<file path="src/rtl/bridge_data_loader.sv">
// Turns 32-bit APF bridge writes into evenly paced, narrower memory writes.
// Bridge words pass a 2-stage ingress pipeline into a FIFO; a sequencer emits their sub-words lowest address first.
module bridge_data_loader #(
    parameter int ADDRESS_SIZE              = 15,
    parameter int OUTPUT_WORD_SIZE          = 2,
    parameter int WRITE_MEM_CLOCK_DELAY     = 10,
    parameter int WRITE_MEM_EN_CYCLE_LENGTH = 1,
    parameter int FIFO_DEPTH                = 16
) (
    input  logic                          clk_74a,
    input  logic                          reset,
    input  logic                          bridge_wr,
    input  logic                          bridge_endian_little,
    input  logic [31:0]                   bridge_addr,
    input  logic [31:0]                   bridge_wr_data,
    output logic                          write_en,
    output logic [ADDRESS_SIZE-1:0]       write_addr,
    output logic [8*OUTPUT_WORD_SIZE-1:0] write_data
);

    localparam int OW   = 8 * OUTPUT_WORD_SIZE;
    localparam int NSUB = 4 / OUTPUT_WORD_SIZE;
    localparam int PW   = $clog2(FIFO_DEPTH);
    localparam int CW   = $clog2(WRITE_MEM_CLOCK_DELAY);
    localparam int EW   = ADDRESS_SIZE + 32;

    localparam logic [CW-1:0] EN_LAST  = CW'(WRITE_MEM_EN_CYCLE_LENGTH - 1);
    localparam logic [CW-1:0] DLY_LAST = CW'(WRITE_MEM_CLOCK_DELAY - 1);
    localparam logic [1:0]    SUB_LAST = 2'(NSUB - 1);
    localparam logic [PW:0]   FULL_CNT = (PW + 1)'(FIFO_DEPTH);

    // Byte k of the result is always the byte at bridge_addr+k.
    function automatic logic [31:0] normalise(input logic [31:0] d, input logic le);
        return le ? d : {d[7:0], d[15:8], d[23:16], d[31:24]};
    endfunction

    logic unused_addr_bits;
    assign unused_addr_bits = ^bridge_addr[31:ADDRESS_SIZE];

    logic          s1_valid, s2_valid;
    logic [EW-1:0] s1_entry, s2_entry;

    always_ff @(posedge clk_74a or posedge reset) begin
        if (reset) begin
            s1_valid <= 1'b0;
            s2_valid <= 1'b0;
            s1_entry <= '0;
            s2_entry <= '0;
        end else begin
            s1_valid <= bridge_wr;
            s1_entry <= {bridge_addr[ADDRESS_SIZE-1:0], normalise(bridge_wr_data, bridge_endian_little)};
            s2_valid <= s1_valid;
            s2_entry <= s1_entry;
        end
    end

    logic [EW-1:0] mem [FIFO_DEPTH];
    logic [PW:0]   wr_ptr, rd_ptr, fifo_count;
    logic          fifo_empty, fifo_full, push, pop;
    logic [EW-1:0] head;

    assign fifo_count = wr_ptr - rd_ptr;
    assign fifo_empty = (fifo_count == '0);
    assign fifo_full  = (fifo_count == FULL_CNT);
    assign push       = s2_valid && !fifo_full;
    assign head       = mem[rd_ptr[PW-1:0]];

    always_ff @(posedge clk_74a) begin
        if (push) mem[wr_ptr[PW-1:0]] <= s2_entry;
    end

    always_ff @(posedge clk_74a or posedge reset) begin
        if (reset) begin
            wr_ptr <= '0;
            rd_ptr <= '0;
        end else begin
            if (push) wr_ptr <= wr_ptr + 1'b1;
            if (pop)  rd_ptr <= rd_ptr + 1'b1;
        end
    end

    typedef enum logic [1:0] {IDLE, WRITE, WAIT} state_t;

    state_t        state;
    logic [CW-1:0] cnt;
    logic [1:0]    sub_left;
    logic [31:0]   shift_data;
    logic          slot_done;

    // cnt counts cycles since write_en rose, so the slot ends exactly WRITE_MEM_CLOCK_DELAY after it.
    assign slot_done = (state == WAIT) && (cnt == DLY_LAST);
    assign pop       = !fifo_empty && ((state == IDLE) || (slot_done && sub_left == 2'd0));

    always_ff @(posedge clk_74a or posedge reset) begin
        if (reset) begin
            state      <= IDLE;
            cnt        <= '0;
            sub_left   <= '0;
            shift_data <= '0;
            write_en   <= 1'b0;
            write_addr <= '0;
            write_data <= '0;
        end else if (pop) begin
            state      <= WRITE;
            cnt        <= '0;
            sub_left   <= SUB_LAST;
            write_en   <= 1'b1;
            write_addr <= head[EW-1:32];
            write_data <= head[OW-1:0];
            shift_data <= head[31:0] >> OW;
        end else if (slot_done && sub_left != 2'd0) begin
            state      <= WRITE;
            cnt        <= '0;
            sub_left   <= sub_left - 2'd1;
            write_en   <= 1'b1;
            write_addr <= write_addr + ADDRESS_SIZE'(OUTPUT_WORD_SIZE);
            write_data <= shift_data[OW-1:0];
            shift_data <= shift_data >> OW;
        end else if (slot_done) begin
            state <= IDLE;
        end else if (state == WRITE) begin
            cnt <= cnt + 1'b1;
            if (cnt == EN_LAST) begin
                write_en <= 1'b0;
                state    <= WAIT;
            end
        end else if (state == WAIT) begin
            cnt <= cnt + 1'b1;
        end
    end

endmodule

</file>
<file path="config.mk">
export PLATFORM = sky130hd
export DESIGN_NAME = bridge_data_loader
export DESIGN_NICKNAME = d
export VERILOG_FILES = /design/src/rtl/bridge_data_loader.sv
export SDC_FILE = /design/constraint.sdc
export NUM_CORES = 1
export LEC_CHECK = 0
export ABC_AREA = 1
export CAP_MARGIN = 40
export CORE_MARGIN = 2
export CORE_UTILIZATION = 54
export DETAILED_ROUTE_END_ITERATION = 10
export GPL_TIMING_DRIVEN = 0
export PLACE_DENSITY_LB_ADDON = 0.2
export SETUP_SLACK_MARGIN = 0.4
export SLEW_MARGIN = 20
export SYNTH_ARGS = -nofsm -noshare
export SYNTH_HDL_FRONTEND = slang
export SYNTH_SLANG_ARGS = --single-unit
</file>
<file path="constraint.sdc">
create_clock -name clk_74a -period 5.55 [get_ports clk_74a]
set_input_delay 0.555 -clock clk_74a [delete_from_list [all_inputs] [get_ports clk_74a]]
set_output_delay 0.555 -clock clk_74a [all_outputs]
set_load 0.005 [all_outputs]
</file>
# Yosys cells after proc, flatten, opt, wreduce, memory -nomap -nowiden
# Memory sizes are Yosys's and may differ from the RTL's.
# Index checks and enable logic that the tools add are counted.
# classes
add_sub_neg	6
multipliers	0
n_div	0
magnitude_cmp	0
n_eq_ne	5
shift	0
n_mux	26
bitwise_logic	0
reduce_logical	22
# op_table
op	count
$mux 32	3
$mux 16	2
$mux 15	2
$mux 4	5
$add 15x2->15 const B	1
$mux 2	7
$reduce_bool 4->1	3
$add 5x1->5 const B	2
$mux 1	7
$reduce_bool 3->1	2
$eq 5x5->1 const B	1
$logic_and 1x1->1	5
$logic_not 5->1	1
$sub 5x5->5	1
$add 4x1->4 const B	1
$eq 4x4->1 const B	1
$logic_not 2->1	2
$logic_not 4->1	1
$reduce_and 2->1	2
$reduce_bool 2->1	2
$ne 3x2->1 const B	1
$reduce_and 3->1	1
$eq 2x1->1 const B	1
$eq 2x2->1 const B	1
other kinds (3)	4
# totals
ff_bits	178
latchBits	0
ramBits	752
romBits	0
inputBits	68
output_inout_bits	32
elab_cells	73
n_memories	1
# memory_table
memory	words	width	rd	rd_clocked_by_memory_dff	write_ports	line_no	rtl
mem	16	47	1	0	1	57	logic [EW-1:0] mem [FIFO_DEPTH];

# Depth between registers and ports, before layout
# depth
word_depth	7
depth_mapped	19
depth_no_buf	15

# Worst setup path before layout
# OpenSTA, ideal clock, no wires.
# synth_path
path_kind	register -> register
start	register rd_ptr[1]
end	memory mem[0][0] in the netlist's numbering (enable)
setup_time_ns	0.452
t_arrival_ns	4.208
required_ns	5.098
path_slack_ns	0.890
path_stages_with_launch	16
path_buffers	4
period_less_slack_ns	4.660
cell_sequence	dfrtp_1 buf_2 inv_1 buf_2 clkbuf_1 buf_2 ha_1 nand2_1 nand3_1 nand3_1 nor2_4 nand3_1 nand2_1 inv_1 nand2_1 nor2_1
# synth_between
elab_chain_cells	6
# synth_lines
element	line_no	rtl
start: declaration	58	logic [PW:0] wr_ptr, rd_ptr, fifo_count;
start signal: assignment	78	if (pop) rd_ptr <= rd_ptr + 1'b1;
$sub 5x5->5	62	assign fifo_count = wr_ptr - rd_ptr;
$eq 5x5->1	64	assign fifo_full = (fifo_count == FULL_CNT);
$logic_not 1->1	65	assign push = s2_valid && !fifo_full;
$logic_and 1x1->1	65	
$mux 1	69	if (push) mem[wr_ptr[PW-1:0]] <= s2_entry;
$mux 1 (implied by the code)	69	
end: declaration	57	
# Every way passes these cells.

# Worst setup path after layout
# layout_path
start	register rd_ptr[1]
end	memory mem[13][15] in the netlist's numbering (enable)
# Same word-level chain as after synthesis.

==> impl_table.tex <==
\begin{tabular}{lr}
\hline
Metric & Value \\
\hline
\multicolumn{2}{l}{\textbf{STA}} \\
\quad Setup ws final & 0.5230 ns \\
\quad Worst rel slew slack & 39.89\% \\
\quad Max Transition Viols Final & 0 \\
\quad Slew at the pin closest to its max-slew limit & 0.9016 ns \\
\quad Hold Fails Final Rpt & 0 \\
\quad Number of endpoints failing setup at the final stage & 0 \\
\quad Largest clock skew in the final design & 0.01792 ns \\
\quad Setup repair after global routing missed its margin & no \\
\quad Share of the clock period used by the worst path after layout & 90.58\% \\
\quad Maximum frequency from static timing analysis & 198.9 MHz \\
\quad Crit path time final & 5.027 ns \\
\multicolumn{2}{l}{\textbf{Cells and area}} \\
\quad Layout Cell Area excl Fill & 42110 µm² \\
\quad Antenna cell count & 0 \\
\quad Fin cells & 4187 \\
\quad Multi-input gate area & 8302 µm² \\
\quad Synthesis-to-layout area growth & 16.94\% \\
\quad Most frequent cells in the layout & 752 x sky130\_fd\_sc\_hd\_\_edfxtp\_1, 702 x sky130\_fd\_sc\_hd\_\_nand2\_1, 355 x sky130\_fd\_sc\_hd\_\_nor2\_1 \\
\quad Net count reported at finish & 3327 \\
\quad Filler cells & 4830 \\
\quad Most common cell after layout, fill and taps aside & sky130\_fd\_sc\_hd\_\_edfxtp\_1 \\
\quad Reg area & 26640 µm² \\
\quad Share of final-layout standard cells stronger than drive strength 1 & 8.757\% \\
\multicolumn{2}{l}{\textbf{Global route}} \\
\quad Total GRT Usage & 30.53\% \\
\quad First-pass GRT wire length & 154900 µm \\
\quad Antenna violations before repair & 2 \\
\quad Maximum number of pins on one net before global-route repair & 91 \\
\quad Via count of the first global-routing pass & 23940 \\
\quad Overall overflow remaining after global route & 0 \\
\multicolumn{2}{l}{\textbf{Worst setup path}} \\
\quad Maximum fanout encountered on the critical timing path & 20 \\
\quad CP endpoint kind & flop \\
\quad Required time of the critical path & 5.89 ns \\
\quad Data arrival time of the critical path & 5.36 ns \\
\quad Critical Setup Path Class & flop to flop \\
\quad Worst Setup Start Kind & flop \\
\multicolumn{2}{l}{\textbf{Hold path}} \\
\quad Worst hold path class & input pin to flop \\
\multicolumn{2}{l}{\textbf{Floorplanning}} \\
\quad Placeable Area & 65860 µm² \\
\quad Full die area & 68770 µm² \\
\quad Initial standard-cell utilization of the core & 54.67\% \\
\quad Die height & 262.2 µm \\
\quad Row Count & 94 \\
\quad Die Wd & 262.2 µm \\
\quad Number of primary I/O pins & 100 \\
\multicolumn{2}{l}{\textbf{Placement}} \\
\quad Global placer's final weighted congestion & 0.9058 \\
\quad Total cell area at the placement stage & 38990 µm² \\
\quad Port bufs & 81 \\
\quad Cell count after placement & 4006 \\
\quad Detailed placement HPWL & 72290 µm \\
\quad Worst slack after detailed placement & 0.4207 ns \\
\multicolumn{2}{l}{\textbf{CTS}} \\
\quad Maximum count of clock buffers along a single path & 3 \\
\quad CTS tree & yes \\
\quad Post-CTS Resized & 0 \\
\quad Root cell of the clock tree & sky130\_fd\_sc\_hd\_\_clkbuf\_16 \\
\quad Source-to-sink clock delay at the later pin of the worst-skew pair & 0.66 ns \\
\quad Clock-pin slew on the worst setup and hold paths & 0.06 ns \\
\quad Count of clock tree sinks & 914 \\
\quad Number of buffers added by the clock tree synthesis step & 90 \\
\quad CTS H-tree depth & 3 \\
\multicolumn{2}{l}{\textbf{Routing}} \\
\quad Routed vias/inst & 5.984 \\
\quad DR pass1 iterations & 6 \\
\quad Post-Route WL & 105700 µm \\
\quad Final routed wire length divided by cell count & 25.23 µm \\
\quad Vias after detailed routing & 25050 \\
\quad Violation count after the first detailed-routing iteration & 3844 \\
\quad Drt drc & 0 \\
\quad Number of antenna-violating nets in the routed design & 0 \\
\multicolumn{2}{l}{\textbf{Synth}} \\
\quad Number of different library cells in the post-synthesis netlist & 31 \\
\quad Post-Syn Instances & 3020 \\
\quad Post-Syn Area per Cell & 11.92 µm² \\
\quad Post-Syn Nets & 3102 \\
\quad Cell Area, Synth & 36010 µm² \\
\quad Number of storage elements in the synthesis netlist & 914 \\
\quad Post-synthesis sequential area ratio & 73.97\% \\
\quad Count of warnings emitted by yosys & 0 \\
\multicolumn{2}{l}{\textbf{Status}} \\
\quad Status & complete, no violations \\
\multicolumn{2}{l}{\textbf{Power}} \\
\quad Worst IR drop on VDD & 0.2724 mV \\
\quad Switching power as a share of total power & 36.99\% \\
\quad Sequential Power Share & 39.4\% \\
\quad Cell-internal power & 14.01 mW \\
\quad PwrDens & 528.2 nW/µm² \\
\quad Standby leakage power & 15.65 nW \\
\quad Total net switching power & 8.227 mW \\
\quad Combinational Power Share & 32.5\% \\
\quad Clock network fraction of design power & 28.1\% \\
\multicolumn{2}{l}{\textbf{Flow run}} \\
\quad Max Cap Violations & 0 \\
\hline
\end{tabular}
## power by group through the flow
stage,sequential [mW],clock [mW],combinational [mW]
global route,8.82,6.56,7.73
floorplan,8.72,0,3.97
finish,8.77,6.24,7.22
CTS,8.75,6.27,7.02
global placement,8.94,0,6.50
detailed placement,8.89,0,6.96
## kinds of logic after synthesis
logic type | count (synthesis) | synth area share, %
simple gates | 1389 | 15.67
compound gates | 398 | 6.126
xor+xnor | 18 | 0.4378
buf+inv | 287 | 3.311
flops | 914 | 73.97
fa+ha+maj | 14 | 0.4865
## cell usage after synthesis (all sizes together)
master	number	area [µm²]
nand4	15	93.84
or2	2	12.52
inv	109	409.1
xor2	13	113.9
nand3b	2	15.01
clkbuf	83	311.6
dfrtp	162	4054
a21boi	1	18.77
clkinv	5	18.77
o211ai	41	307.8
a22o	10	87.58
a21oi	44	231.5
nand2	703	2641
o22ai	33	206.5
buf	90	452.9
o21ai	268	1345
o221ai	1	8.760
nor3	2	10.01
ha	14	175.2
edfxtp	752	22580
nor2	372	1404
xnor2	5	43.79
nand3	293	1466
## per-layer routing
metal | global-route usage [%] | part of all wire [%] | vias to the layer above
li1 | - | - | 10950
met4 | 13.71 | 4.5 | 4
met5 | 0 | 0.026 | -
met2 | 46.60 | 45 | 1648
met3 | 6.664 | 12 | 271
met1 | 42.46 | 38 | 12180
## sequential cells by signal, indices dropped and copies added (netlist names), 4 cells and up
name,cells
rd_ptr,5
cnt,4
mem,752
write_addr,15
s1_entry,47
wr_ptr,5
write_data,16
s2_entry,47
shift_data,16
## per-stage QoR
| stage | hold slack (ns) | setup TNS (ns) | total power, mW | utilization, % |
|---|---|---|---|---|
| after floorplan | 0.3312 | 0 | 12.69 | - |
| after global placement | 0.3322 | -2059.50 | 15.44 | 57.55 |
| after detailed placement | 0.3347 | 0 | 15.85 | 59.19 |
| after CTS | 0.3055 | 0 | 22.04 | 63.82 |
| after global routing | 0.3324 | 0 | 23.11 | 63.93 |
| final | 0.3240 | 0 | 22.24 | 63.93 |
## path summary, 6_finish.rpt
path,slack [ns],startpoint,end,cells past startpoint
min reg2reg,0.34,s1_entry[39],s2_entry[39],0
max in group asynchronous,4.33,reset,s2_valid,3
min in group asynchronous,0.34,reset,s2_entry[20],2
max reg2reg,0.52,rd_ptr[1],mem[13][15],16
min,0.32,bridge_endian_little,s1_entry[17],3
max,0.52,rd_ptr[1],mem[13][15],16
## area by class of cell
cell class	count	area share (%)
buffer	173	1.816
inverter	114	1.034
clock inverter	42	1.076
multi-input combinational	1819	19.72
clock buffer	128	6.130
tap	864	2.567
sequential	914	63.26
timing repair buffer	133	4.407
## worst max-delay path: stages (launching register included)
cell	delay, ns
sky130_fd_sc_hd__dfrtp_1	0.40
sky130_fd_sc_hd__buf_2	0.22
sky130_fd_sc_hd__inv_1	0.10
sky130_fd_sc_hd__buf_2	0.32
sky130_fd_sc_hd__clkbuf_1	0.54
sky130_fd_sc_hd__buf_2	0.53
sky130_fd_sc_hd__ha_1	0.35
sky130_fd_sc_hd__nand2_1	0.13
sky130_fd_sc_hd__nand3_1	0.10
sky130_fd_sc_hd__nand3_1	0.14
sky130_fd_sc_hd__nor2_4	0.08
sky130_fd_sc_hd__nand3_1	0.08
sky130_fd_sc_hd__nand2_1	0.17
sky130_fd_sc_hd__inv_1	0.26
sky130_fd_sc_hd__nand2_1	0.29
sky130_fd_sc_hd__nor2_4	0.67
sky130_fd_sc_hd__buf_12	0.28
## timing repair
item                                    in CTS  in global routing
setup buffers                                2                  8
pin swaps                                    1                  3
hold buffers                                 0                  0
endpoints found under the setup margin      17                 52
cloned                                       0                  0
Note: power is estimated with default switching activity, not from simulation.
